<file path="src/rtl/axis_uart_mc_pkg.sv">
// Shared types and constants for the multi-channel AXI-Stream UART.
package axis_uart_mc_pkg;

  typedef enum logic [2:0] {
    TX_IDLE,
    TX_START,
    TX_DATA,
    TX_PARITY,
    TX_STOP
  } tx_state_t;

  typedef enum logic [2:0] {
    RX_IDLE,
    RX_START,
    RX_DATA,
    RX_PARITY,
    RX_STOP,
    RX_WAIT_HIGH
  } rx_state_t;

  localparam int TUSER_OVR  = 2;
  localparam int TUSER_FERR = 1;
  localparam int TUSER_PERR = 0;

  localparam int PARITY_NONE = 0;
  localparam int PARITY_EVEN = 1;
  localparam int PARITY_ODD  = 2;

  // Clock cycles per bit, rounded to nearest.
  function automatic int calc_bit_div(input int clk_hz, input int baud);
    return (clk_hz + baud / 2) / baud;
  endfunction

endpackage

</file>
<file path="src/rtl/axis_uart_mc_chan.sv">
// One full-duplex UART channel: TX serializer, RX deserializer with
// framing/parity/break detection, and a single-entry holding register.
module axis_uart_mc_chan
  import axis_uart_mc_pkg::*;
#(
  parameter int BIT_DIV   = 16,
  parameter int DATA_BITS = 8,
  parameter int PARITY    = PARITY_NONE,
  parameter int STOP_BITS = 1
) (
  input  logic                 aclk,
  input  logic                 aresetn,
  input  logic                 tx_start,
  input  logic [DATA_BITS-1:0] tx_data,
  output logic                 tx_idle,
  output logic                 txd,
  input  logic                 rxd,
  input  logic                 grant,
  output logic                 hold_valid,
  output logic [DATA_BITS-1:0] hold_data,
  output logic [2:0]           hold_flags,
  output logic                 break_det
);

  localparam int CNT_W = $clog2(STOP_BITS * BIT_DIV + 1);
  localparam int IDX_W = $clog2(DATA_BITS);
  localparam logic [CNT_W-1:0] BIT_LAST  = CNT_W'(BIT_DIV - 1);
  localparam logic [CNT_W-1:0] HALF_LAST = CNT_W'(BIT_DIV / 2 - 1);
  localparam logic [CNT_W-1:0] STOP_LAST = CNT_W'(STOP_BITS * BIT_DIV - 1);
  localparam logic [IDX_W-1:0] IDX_LAST  = IDX_W'(DATA_BITS - 1);
  localparam logic ODD     = (PARITY == PARITY_ODD);
  localparam bit   HAS_PAR = (PARITY != PARITY_NONE);

  tx_state_t            tx_state, tx_state_nxt;
  logic [CNT_W-1:0]     tx_cnt, tx_cnt_nxt;
  logic [IDX_W-1:0]     tx_idx, tx_idx_nxt;
  logic [DATA_BITS-1:0] tx_buf, tx_buf_nxt;
  logic                 tx_par, tx_par_nxt;

  always_ff @(posedge aclk or negedge aresetn) begin
    if (!aresetn) begin
      tx_state <= TX_IDLE;
      tx_cnt   <= '0;
      tx_idx   <= '0;
      tx_buf   <= '0;
      tx_par   <= 1'b0;
    end else begin
      tx_state <= tx_state_nxt;
      tx_cnt   <= tx_cnt_nxt;
      tx_idx   <= tx_idx_nxt;
      tx_buf   <= tx_buf_nxt;
      tx_par   <= tx_par_nxt;
    end
  end

  // The data buffer shifts right so the current bit is always tx_buf[0].
  always_comb begin
    tx_state_nxt = tx_state;
    tx_cnt_nxt   = tx_cnt + 1'b1;
    tx_idx_nxt   = tx_idx;
    tx_buf_nxt   = tx_buf;
    tx_par_nxt   = tx_par;
    unique case (tx_state)
      TX_IDLE: begin
        tx_cnt_nxt = '0;
        if (tx_start) begin
          tx_state_nxt = TX_START;
          tx_buf_nxt   = tx_data;
          tx_par_nxt   = (^tx_data) ^ ODD;
        end
      end
      TX_START: if (tx_cnt == BIT_LAST) begin
        tx_state_nxt = TX_DATA;
        tx_cnt_nxt   = '0;
        tx_idx_nxt   = '0;
      end
      TX_DATA: if (tx_cnt == BIT_LAST) begin
        tx_cnt_nxt = '0;
        tx_idx_nxt = tx_idx + 1'b1;
        tx_buf_nxt = tx_buf >> 1;
        if (tx_idx == IDX_LAST) tx_state_nxt = HAS_PAR ? TX_PARITY : TX_STOP;
      end
      TX_PARITY: if (tx_cnt == BIT_LAST) begin
        tx_state_nxt = TX_STOP;
        tx_cnt_nxt   = '0;
      end
      TX_STOP: if (tx_cnt == STOP_LAST) begin
        tx_state_nxt = TX_IDLE;
        tx_cnt_nxt   = '0;
      end
      default: tx_state_nxt = TX_IDLE;
    endcase
  end

  always_comb begin
    txd     = 1'b1;
    tx_idle = 1'b0;
    case (tx_state)
      TX_IDLE:   tx_idle = 1'b1;
      TX_START:  txd = 1'b0;
      TX_DATA:   txd = tx_buf[0];
      TX_PARITY: txd = tx_par;
      default:   txd = 1'b1;
    endcase
  end

  logic [1:0] rx_sync;
  logic       rx_s;

  always_ff @(posedge aclk or negedge aresetn) begin
    if (!aresetn) rx_sync <= 2'b11;
    else          rx_sync <= {rx_sync[0], rxd};
  end

  assign rx_s = rx_sync[1];

  rx_state_t            rx_state, rx_state_nxt;
  logic [CNT_W-1:0]     rx_cnt, rx_cnt_nxt;
  logic [IDX_W-1:0]     rx_idx, rx_idx_nxt;
  logic [DATA_BITS-1:0] rx_buf, rx_buf_nxt;
  logic                 rx_par, rx_par_nxt;
  logic                 rx_stop_smp, rx_brk, rx_write, rx_perr;

  always_ff @(posedge aclk or negedge aresetn) begin
    if (!aresetn) begin
      rx_state <= RX_IDLE;
      rx_cnt   <= '0;
      rx_idx   <= '0;
      rx_buf   <= '0;
      rx_par   <= 1'b0;
    end else begin
      rx_state <= rx_state_nxt;
      rx_cnt   <= rx_cnt_nxt;
      rx_idx   <= rx_idx_nxt;
      rx_buf   <= rx_buf_nxt;
      rx_par   <= rx_par_nxt;
    end
  end

  // IDLE is only ever entered with the line high, so a low level there is a falling edge.
  always_comb begin
    rx_state_nxt = rx_state;
    rx_cnt_nxt   = rx_cnt + 1'b1;
    rx_idx_nxt   = rx_idx;
    rx_buf_nxt   = rx_buf;
    rx_par_nxt   = rx_par;
    unique case (rx_state)
      RX_IDLE: begin
        rx_cnt_nxt = '0;
        if (!rx_s) rx_state_nxt = RX_START;
      end
      RX_START: if (rx_cnt == HALF_LAST) begin
        rx_cnt_nxt   = '0;
        rx_idx_nxt   = '0;
        rx_state_nxt = rx_s ? RX_IDLE : RX_DATA;
      end
      RX_DATA: if (rx_cnt == BIT_LAST) begin
        rx_cnt_nxt = '0;
        rx_idx_nxt = rx_idx + 1'b1;
        rx_buf_nxt = {rx_s, rx_buf[DATA_BITS-1:1]};
        if (rx_idx == IDX_LAST) rx_state_nxt = HAS_PAR ? RX_PARITY : RX_STOP;
      end
      RX_PARITY: if (rx_cnt == BIT_LAST) begin
        rx_cnt_nxt   = '0;
        rx_par_nxt   = rx_s;
        rx_state_nxt = RX_STOP;
      end
      RX_STOP: if (rx_cnt == BIT_LAST) begin
        rx_cnt_nxt   = '0;
        rx_state_nxt = rx_s ? RX_IDLE : RX_WAIT_HIGH;
      end
      RX_WAIT_HIGH: begin
        rx_cnt_nxt = '0;
        if (rx_s) rx_state_nxt = RX_IDLE;
      end
      default: rx_state_nxt = RX_IDLE;
    endcase
  end

  always_comb begin
    rx_stop_smp = (rx_state == RX_STOP) && (rx_cnt == BIT_LAST);
    rx_brk      = rx_stop_smp && !rx_s && (rx_buf == '0) && !(HAS_PAR && rx_par);
    rx_write    = rx_stop_smp && !rx_brk;
    rx_perr     = HAS_PAR && (rx_par != ((^rx_buf) ^ ODD));
  end

  // A grant in the write cycle drains the old character, so it is not an overrun.
  always_ff @(posedge aclk or negedge aresetn) begin
    if (!aresetn) begin
      hold_valid <= 1'b0;
      hold_data  <= '0;
      hold_flags <= '0;
      break_det  <= 1'b0;
    end else begin
      break_det <= rx_brk;
      if (rx_write) begin
        hold_valid             <= 1'b1;
        hold_data              <= rx_buf;
        hold_flags[TUSER_OVR]  <= hold_valid && !grant;
        hold_flags[TUSER_FERR] <= !rx_s;
        hold_flags[TUSER_PERR] <= rx_perr;
      end else if (grant) begin
        hold_valid <= 1'b0;
      end
    end
  end

endmodule

</file>
<file path="src/rtl/axis_uart_mc.sv">
// Multi-channel AXI-Stream UART: TDEST-routed TX, round-robin merged RX
// tagged with TID.
module axis_uart_mc
  import axis_uart_mc_pkg::*;
#(
  parameter int NUM_CH       = 4,
  parameter int ACLK_FREQ_HZ = 100000000,
  parameter int BAUDRATE     = 115200,
  parameter int DATA_BITS    = 8,
  parameter int PARITY       = 0,
  parameter int STOP_BITS    = 1,
  localparam int CW          = (NUM_CH > 1) ? $clog2(NUM_CH) : 1
) (
  input  logic              aclk,
  input  logic              aresetn,
  input  logic [15:0]       s_axis_tdata,
  input  logic [CW-1:0]     s_axis_tdest,
  input  logic              s_axis_tvalid,
  output logic              s_axis_tready,
  output logic [15:0]       m_axis_tdata,
  output logic [CW-1:0]     m_axis_tid,
  output logic [2:0]        m_axis_tuser,
  output logic              m_axis_tvalid,
  input  logic              m_axis_tready,
  output logic [NUM_CH-1:0] txd,
  input  logic [NUM_CH-1:0] rxd,
  output logic [NUM_CH-1:0] break_det
);

  localparam int BIT_DIV = calc_bit_div(ACLK_FREQ_HZ, BAUDRATE);

  if (BIT_DIV < 8 || NUM_CH < 1 || NUM_CH > 16 || DATA_BITS < 5 || DATA_BITS > 9) begin : g_bad_cfg
    $error("axis_uart_mc: unsupported configuration (BIT_DIV=%0d)", BIT_DIV);
  end

  logic [NUM_CH-1:0]    tx_idle, tx_start, hold_valid, grant;
  logic [DATA_BITS-1:0] hold_data [NUM_CH];
  logic [2:0]           hold_flags [NUM_CH];
  logic [CW-1:0]        last_grant, pick, pick_hi, pick_lo;
  logic                 pick_found, found_hi, found_lo, out_load;
  logic                 unused_tdata;

  assign unused_tdata = ^s_axis_tdata[15:DATA_BITS];

  // Beats addressed to a nonexistent channel are accepted and dropped.
  always_comb begin
    s_axis_tready = 1'b1;
    for (int i = 0; i < NUM_CH; i++) begin
      if (s_axis_tdest == CW'(i)) s_axis_tready = tx_idle[i];
    end
  end

  for (genvar i = 0; i < NUM_CH; i++) begin : g_ch
    assign tx_start[i] = s_axis_tvalid && s_axis_tready && (s_axis_tdest == CW'(i));

    axis_uart_mc_chan #(
      .BIT_DIV   (BIT_DIV),
      .DATA_BITS (DATA_BITS),
      .PARITY    (PARITY),
      .STOP_BITS (STOP_BITS)
    ) u_chan (
      .aclk       (aclk),
      .aresetn    (aresetn),
      .tx_start   (tx_start[i]),
      .tx_data    (s_axis_tdata[DATA_BITS-1:0]),
      .tx_idle    (tx_idle[i]),
      .txd        (txd[i]),
      .rxd        (rxd[i]),
      .grant      (grant[i]),
      .hold_valid (hold_valid[i]),
      .hold_data  (hold_data[i]),
      .hold_flags (hold_flags[i]),
      .break_det  (break_det[i])
    );
  end

  // Round robin: first pending channel above last_grant, else wrap to the lowest.
  always_comb begin
    found_hi = 1'b0;
    found_lo = 1'b0;
    pick_hi  = '0;
    pick_lo  = '0;
    for (int i = 0; i < NUM_CH; i++) begin
      if (hold_valid[i] && !found_hi && (CW'(i) > last_grant)) begin
        found_hi = 1'b1;
        pick_hi  = CW'(i);
      end
      if (hold_valid[i] && !found_lo && (CW'(i) <= last_grant)) begin
        found_lo = 1'b1;
        pick_lo  = CW'(i);
      end
    end
    pick_found = found_hi || found_lo;
    pick       = found_hi ? pick_hi : pick_lo;
    out_load   = !m_axis_tvalid || m_axis_tready;
    for (int i = 0; i < NUM_CH; i++) begin
      grant[i] = out_load && pick_found && (pick == CW'(i));
    end
  end

  always_ff @(posedge aclk or negedge aresetn) begin
    if (!aresetn) begin
      m_axis_tvalid <= 1'b0;
      m_axis_tdata  <= '0;
      m_axis_tid    <= '0;
      m_axis_tuser  <= '0;
      last_grant    <= CW'(NUM_CH - 1);
    end else if (out_load) begin
      m_axis_tvalid <= pick_found;
      if (pick_found) begin
        m_axis_tdata <= 16'(hold_data[pick]);
        m_axis_tid   <= pick;
        m_axis_tuser <= hold_flags[pick];
        last_grant   <= pick;
      end
    end
  end

endmodule

</file>
<file path="config.mk">
export PLATFORM = sky130hd
export DESIGN_NAME = axis_uart_mc
export DESIGN_NICKNAME = d
export VERILOG_FILES = /design/src/rtl/axis_uart_mc_pkg.sv /design/src/rtl/axis_uart_mc_chan.sv /design/src/rtl/axis_uart_mc.sv
export SDC_FILE = /design/constraint.sdc
export NUM_CORES = 1
export LEC_CHECK = 0
export ABC_AREA = 1
export CORE_ASPECT_RATIO = 1.75
export CORE_UTILIZATION = 33
export CTS_CLUSTER_DIAMETER = 50
export DETAILED_ROUTE_END_ITERATION = 10
export GPL_TIMING_DRIVEN = 0
export SLEW_MARGIN = 40
export SYNTH_ARGS = -nofsm -noshare
export SYNTH_HDL_FRONTEND = slang
export SYNTH_SLANG_ARGS = --single-unit
</file>
<file path="constraint.sdc">
create_clock -name aclk -period 5.5 [get_ports aclk]
set_clock_uncertainty 0.15 [all_clocks]
set_input_delay 1.1 -clock aclk [delete_from_list [all_inputs] [get_ports aclk]]
set_output_delay 1.1 -clock aclk [all_outputs]
set_load 0.02 [all_outputs]
</file>
After elaboration in Yosys (flattened, before gate mapping). Index checks and enable logic that the tools add are counted.

Multiplexer cells: 161. Magnitude comparators: 9. Add/subtract/negate cells: 16. Eq/ne operators: 114. Reduce and logical (&&, ||, !) cells: 137. Bitwise gates (word level): 1.

Operators with widths (number): $mux 3 (70); $mux 10 (12); $pmux 10 s3 (4); $ne 2x1->1 const B (48); $add 10x1->10 const B (8); $eq 10x10->1 const B (8); $mux 8 (10); $pmux 10 s2 (4); $pmux 3 s6 (4); $pmux 8 s2 (4); $eq 3x3->1 const B (20); $pmux 3 s5 (4); $eq 3x2->1 const B (16); $pmux 3 s2 (8); $logic_and 1x1->1 (44); $eq 10x9->1 const B (4); $reduce_and 3->1 (12); $logic_not 8->1 (4); $reduce_bool 2->1 (16); $reduce_and 7->1 (4); $mux 1 (26); $add 3x1->3 const B (8); $eq 3x1->1 const B (8); $logic_not 3->1 (8); 22 further kinds (84).

Output and inout bits: 31. Register bits: 268. Logic and storage cells: 499. Input bits: 26.

Logic depth before layout (Yosys ltp).
Depth after elaboration: 20. Mapped depth: 13.

Modules after synthesis. From an unflattened synthesis, not the netlist that was laid out.

Cells, all modules: 1784. Area, all modules: 14443.9 um2.

By module, submodules not included: axis_uart_mc_chan at g_ch[0].u_chan ... (cells each 386, area an instance 3253.1 um2, instances 3); axis_uart_mc_chan at g_ch[3].u_chan (cells each 384, area an instance 3213.1 um2, instances 1); axis_uart_mc (cells each 242, area an instance 1471.4 um2, instances 1).

Worst setup path before layout. Ideal clock, no wire load.

Path kind: input -> output. From: in s_axis_tdest[0]. To: out s_axis_tready. Cell stages on the path: 6. Setup slack: 2.697 ns. Arrival: 1.553 ns. Buffers on the path: 0. Cells stage by stage: inv_1 -> nor2_1 -> nand2_1 -> nand2_1 -> inv_1 -> nand3_2.

Longest elaborated chain between the ends: 5.

Ends and longest elaborated chain: from (decl) (RTL line axis_uart_mc.sv:17) `input logic [CW-1:0] s_axis_tdest,`; $logic_not 2->1 (RTL line axis_uart_mc.sv:49) `if (s_axis_tdest == CW'(i)) s_axis_tready = tx_idle[i];`; $mux 1 (3 in series) (RTL line axis_uart_mc.sv:49); $mux 1 (*) (RTL line axis_uart_mc.sv:49); to (decl) (RTL line axis_uart_mc.sv:19) `output logic s_axis_tready,`.

Mark *: on every way between the ends. The rest lies on a longest branch, timed or not.

Worst setup path in the final report. Same ends and word-level chain as after synthesis.

==> impl_metrics.toml <==
[die]
dieArea_sq_um = 42000
io_pins = 57
die_w_um = 155
start_util = 0.334
row_count = 98
dieHeight_um = 270
core_sq_um = 40700

[yosys]
seq_area_frac_synth = 0.493
synth_commonest_cells = "512 x nand2_1, 257 x dfrtp_1, 207 x inv_1"
yosys.area_share.simple = 0.289
synth_cell_types = 54
yosysMostFrequentCell = "nand2_1"
synthFlopType = "dfrtp_1"
synth.area.top_cells = "dfrtp_1 47%, nand2_1 14%, inv_1 5.7%, nor2_1 3.8%, o21ai_0 3.6%"
synthAdderAreaFrac = 0.0258
ys_ff_latch = 267
synth_compound_area_frac = 0.0937
synth_area_sq_um = 13600
synth_top_family_by_area = "simple AND/OR/NAND/NOR gates"
synth.area.mux_share = 0.000737
synth_top_area_frac = 0.473
synthCells = 1700
yosysWarnings = 0
synth_edf_count = 0
async_flop_share = 1.00
synth.avg_cell_area_sq_um = 7.99
yosys.area_share.xor_xnor = 0.00838
synth_top_cell_by_area = "dfrtp_1"

[global_routing]
grt_pass1_vias = 11200
grt-ovfl-total = 0
grt_max_degree = 74
antenna_found_initial = 0
grt_usage = 0.143
grt_pass1_wl_mm = 50.4

[sta]
period_share = 0.723
tightest_slew_ps = 706
setup_viol = 0
fin_crit_ps = 3980
slew_violations = 0
slew_headroom = 0.525
rsz0062_at_grt = "false"
max_freq_mhz = 252
hold_viol = 0

[critical_path]
end_kind = "output pin"
critPathArrivalTime_ps = 2730
crit_start = "s_axis_tdest[0]"
cp-start-kind = "primary input"
r2r_setup_slack_ps = 3500
rr_endpoint = "g_ch[0].u_chan.tx_cnt[9]"
cp_max_fo = 3
worst-setup-path-type = "in2out"
worstPathRequired_ps = 4250
r2r_cells = 6
r2r_start = "g_ch[0].u_chan.tx_cnt[0]"

[clock_network]
cts-root-buf = "clkbuf_16"
numCtsBuffers = 30
cts_hold_buf = 0
cts.sinks = 267
path_clk_slew_ps = 60
post_cts_buffers = 0
htree_levels = 1
clock_latency_ps = 570
cts_tree = "done"
postCtsResizedCells = 0
cts_buffer_depth = 3

[finish]
fillers = 4252
syn_to_final_growth_pct = 16.8
finish.utilization = 0.390
fin_area_sq_um = 15900
diodes = 0
drive_gt1_frac = 0.117
final_nets = 1837

[power]
p_per_area_nw_per_um2 = 380
vdd_drop_max_v = 0.000337
p_leak_nw = 7.83

[min_path]
hold_path.class = "in2async"

[detailed_routing]
wl_per_cell_um = 12.3
viasPerCell = 4.67
num_vias = 11000
routed_wirelength_mm = 29.0
first_iter_violations = 527
drt_pre_antenna_iters = 5
antenna_left = 0
drc = 0

[placement]
gp_congestion = 0.849
port_buffers = 39
place_area_sq_um = 14800
hpwl_mm = 21.2

[status]
outcome = "finished clean"

[job]
maxCapViolCount = 0
## metrics by stage
step	power, mW	cells	setup TNS [ps]	setup WS [ps]	hold WS, ps
after floorplan	3.48	1708	0	2700	195
final	6.03	2357	0	1520	184
after CTS	6.13	2357	0	1520	147
after global placement	3.91	2297	-2246750	-8600	196
after detailed placement	3.95	2301	0	1520	199
after global routing	6.43	2357	0	1390	158
## report_power, final
part           leakage (nW)  total (mW)  internal (mW)  switching (mW)
sequential             3.50        2.28           2.17           0.117
combinational          3.81        1.62          0.526            1.09
clock                 0.519        2.13           1.29           0.842
total                  7.83        6.03           3.98            2.05
## final cells by class
type,instances,area (sq um),share of cell area
Clock inverter,19,254,0.0160
Inverter,228,862,0.0543
Multi-Input combinational cell,1162,5700,0.359
Timing Repair Buffer,43,505,0.0318
Sequential cell,267,6690,0.422
Tap cell,550,688,0.0433
Buffer,51,360,0.0227
Clock buffer,37,808,0.0509
## cells by family (layout without fill, tap and decap cells)
logic type	after synthesis	in the layout
AO/OA/AOI/OAI	215	215
AND/OR/NAND/NOR	896	896
XOR/XNOR	13	13
buffers and inverters	279	378
multiplexers	1	1
other	1	9
flip-flops	267	267
adder cells (fa/ha/maj)	28	28
## flip-flops by register name, summed over array words and instances, names as in the netlist, 2 cells and up
| register | cells |
|---|---|
| g_ch.u_chan.hold_valid | 4 |
| g_ch.u_chan.tx_cnt | 40 |
| g_ch.u_chan.rx_buf | 32 |
| g_ch.u_chan.rx_cnt | 40 |
| g_ch.u_chan.break_det | 4 |
| m_axis_tid | 2 |
| g_ch.u_chan.rx_sync | 8 |
| g_ch.u_chan.tx_state | 12 |
| g_ch.u_chan.rx_idx | 12 |
| g_ch.u_chan.tx_par | 4 |
| g_ch.u_chan.tx_idx | 12 |
| m_axis_tuser | 2 |
| g_ch.u_chan.tx_buf | 32 |
| m_axis_tdata | 8 |
| g_ch.u_chan.hold_flags | 8 |
| g_ch.u_chan.rx_state | 12 |
| g_ch.u_chan.hold_data | 32 |
| last_grant | 2 |
## metal layers
layer  wire length, um  up-vias  global-route usage
met3               875       62              0.0189
met5                 0        -                   0
met2             15500      161               0.277
met1             11400     5199               0.148
met4              1190        0              0.0660
li1                  -     5589                   -
## critical path, cell delays in order
cell             delay, ps
clkdlybuf4s50_1        510
inv_1                   80
nor2_1                 160
nand2_1                 70
nand2_1                 70
inv_1                   50
nand3_2                 80
clkdlybuf4s50_1        620
## how the worst max path moves through the flow
stage	depth (start not counted)	end	slack (ps)
after global routing	8	s_axis_tready	1390
after global placement	1	m_axis_tdata[4]	-8600
after floorplan	6	s_axis_tready	2700
after detailed placement	8	s_axis_tready	1520
after CTS	8	s_axis_tready	1520
final	8	s_axis_tready	1520
## placed cells by master, fill, tap and decap left out, types with 7 or more instances in the layout
| cell type | count |
|---|---|
| a21oi_1 | 33 |
| a21oi_2 | 9 |
| buf_2 | 15 |
| buf_4 | 20 |
| buf_6 | 10 |
| clkbuf_1 | 10 |
| clkbuf_16 | 31 |
| clkdlybuf4s50_1 | 38 |
| clkinv_2 | 8 |
| conb_1 | 9 |
| dfrtp_1 | 257 |
| dfstp_2 | 10 |
| ha_1 | 28 |
| inv_1 | 207 |
| inv_2 | 19 |
| nand2_1 | 512 |
| nand2_2 | 10 |
| nand3_1 | 89 |
| nand3_2 | 9 |
| nand4_1 | 40 |
| nor2_1 | 137 |
| nor2_2 | 17 |
| nor3_1 | 42 |
| nor4_1 | 11 |
| o211ai_1 | 10 |
| o21ai_0 | 98 |
| o21ai_1 | 23 |
| o21ai_2 | 15 |
| xnor2_1 | 7 |
Power figures use the tool's default switching activity.
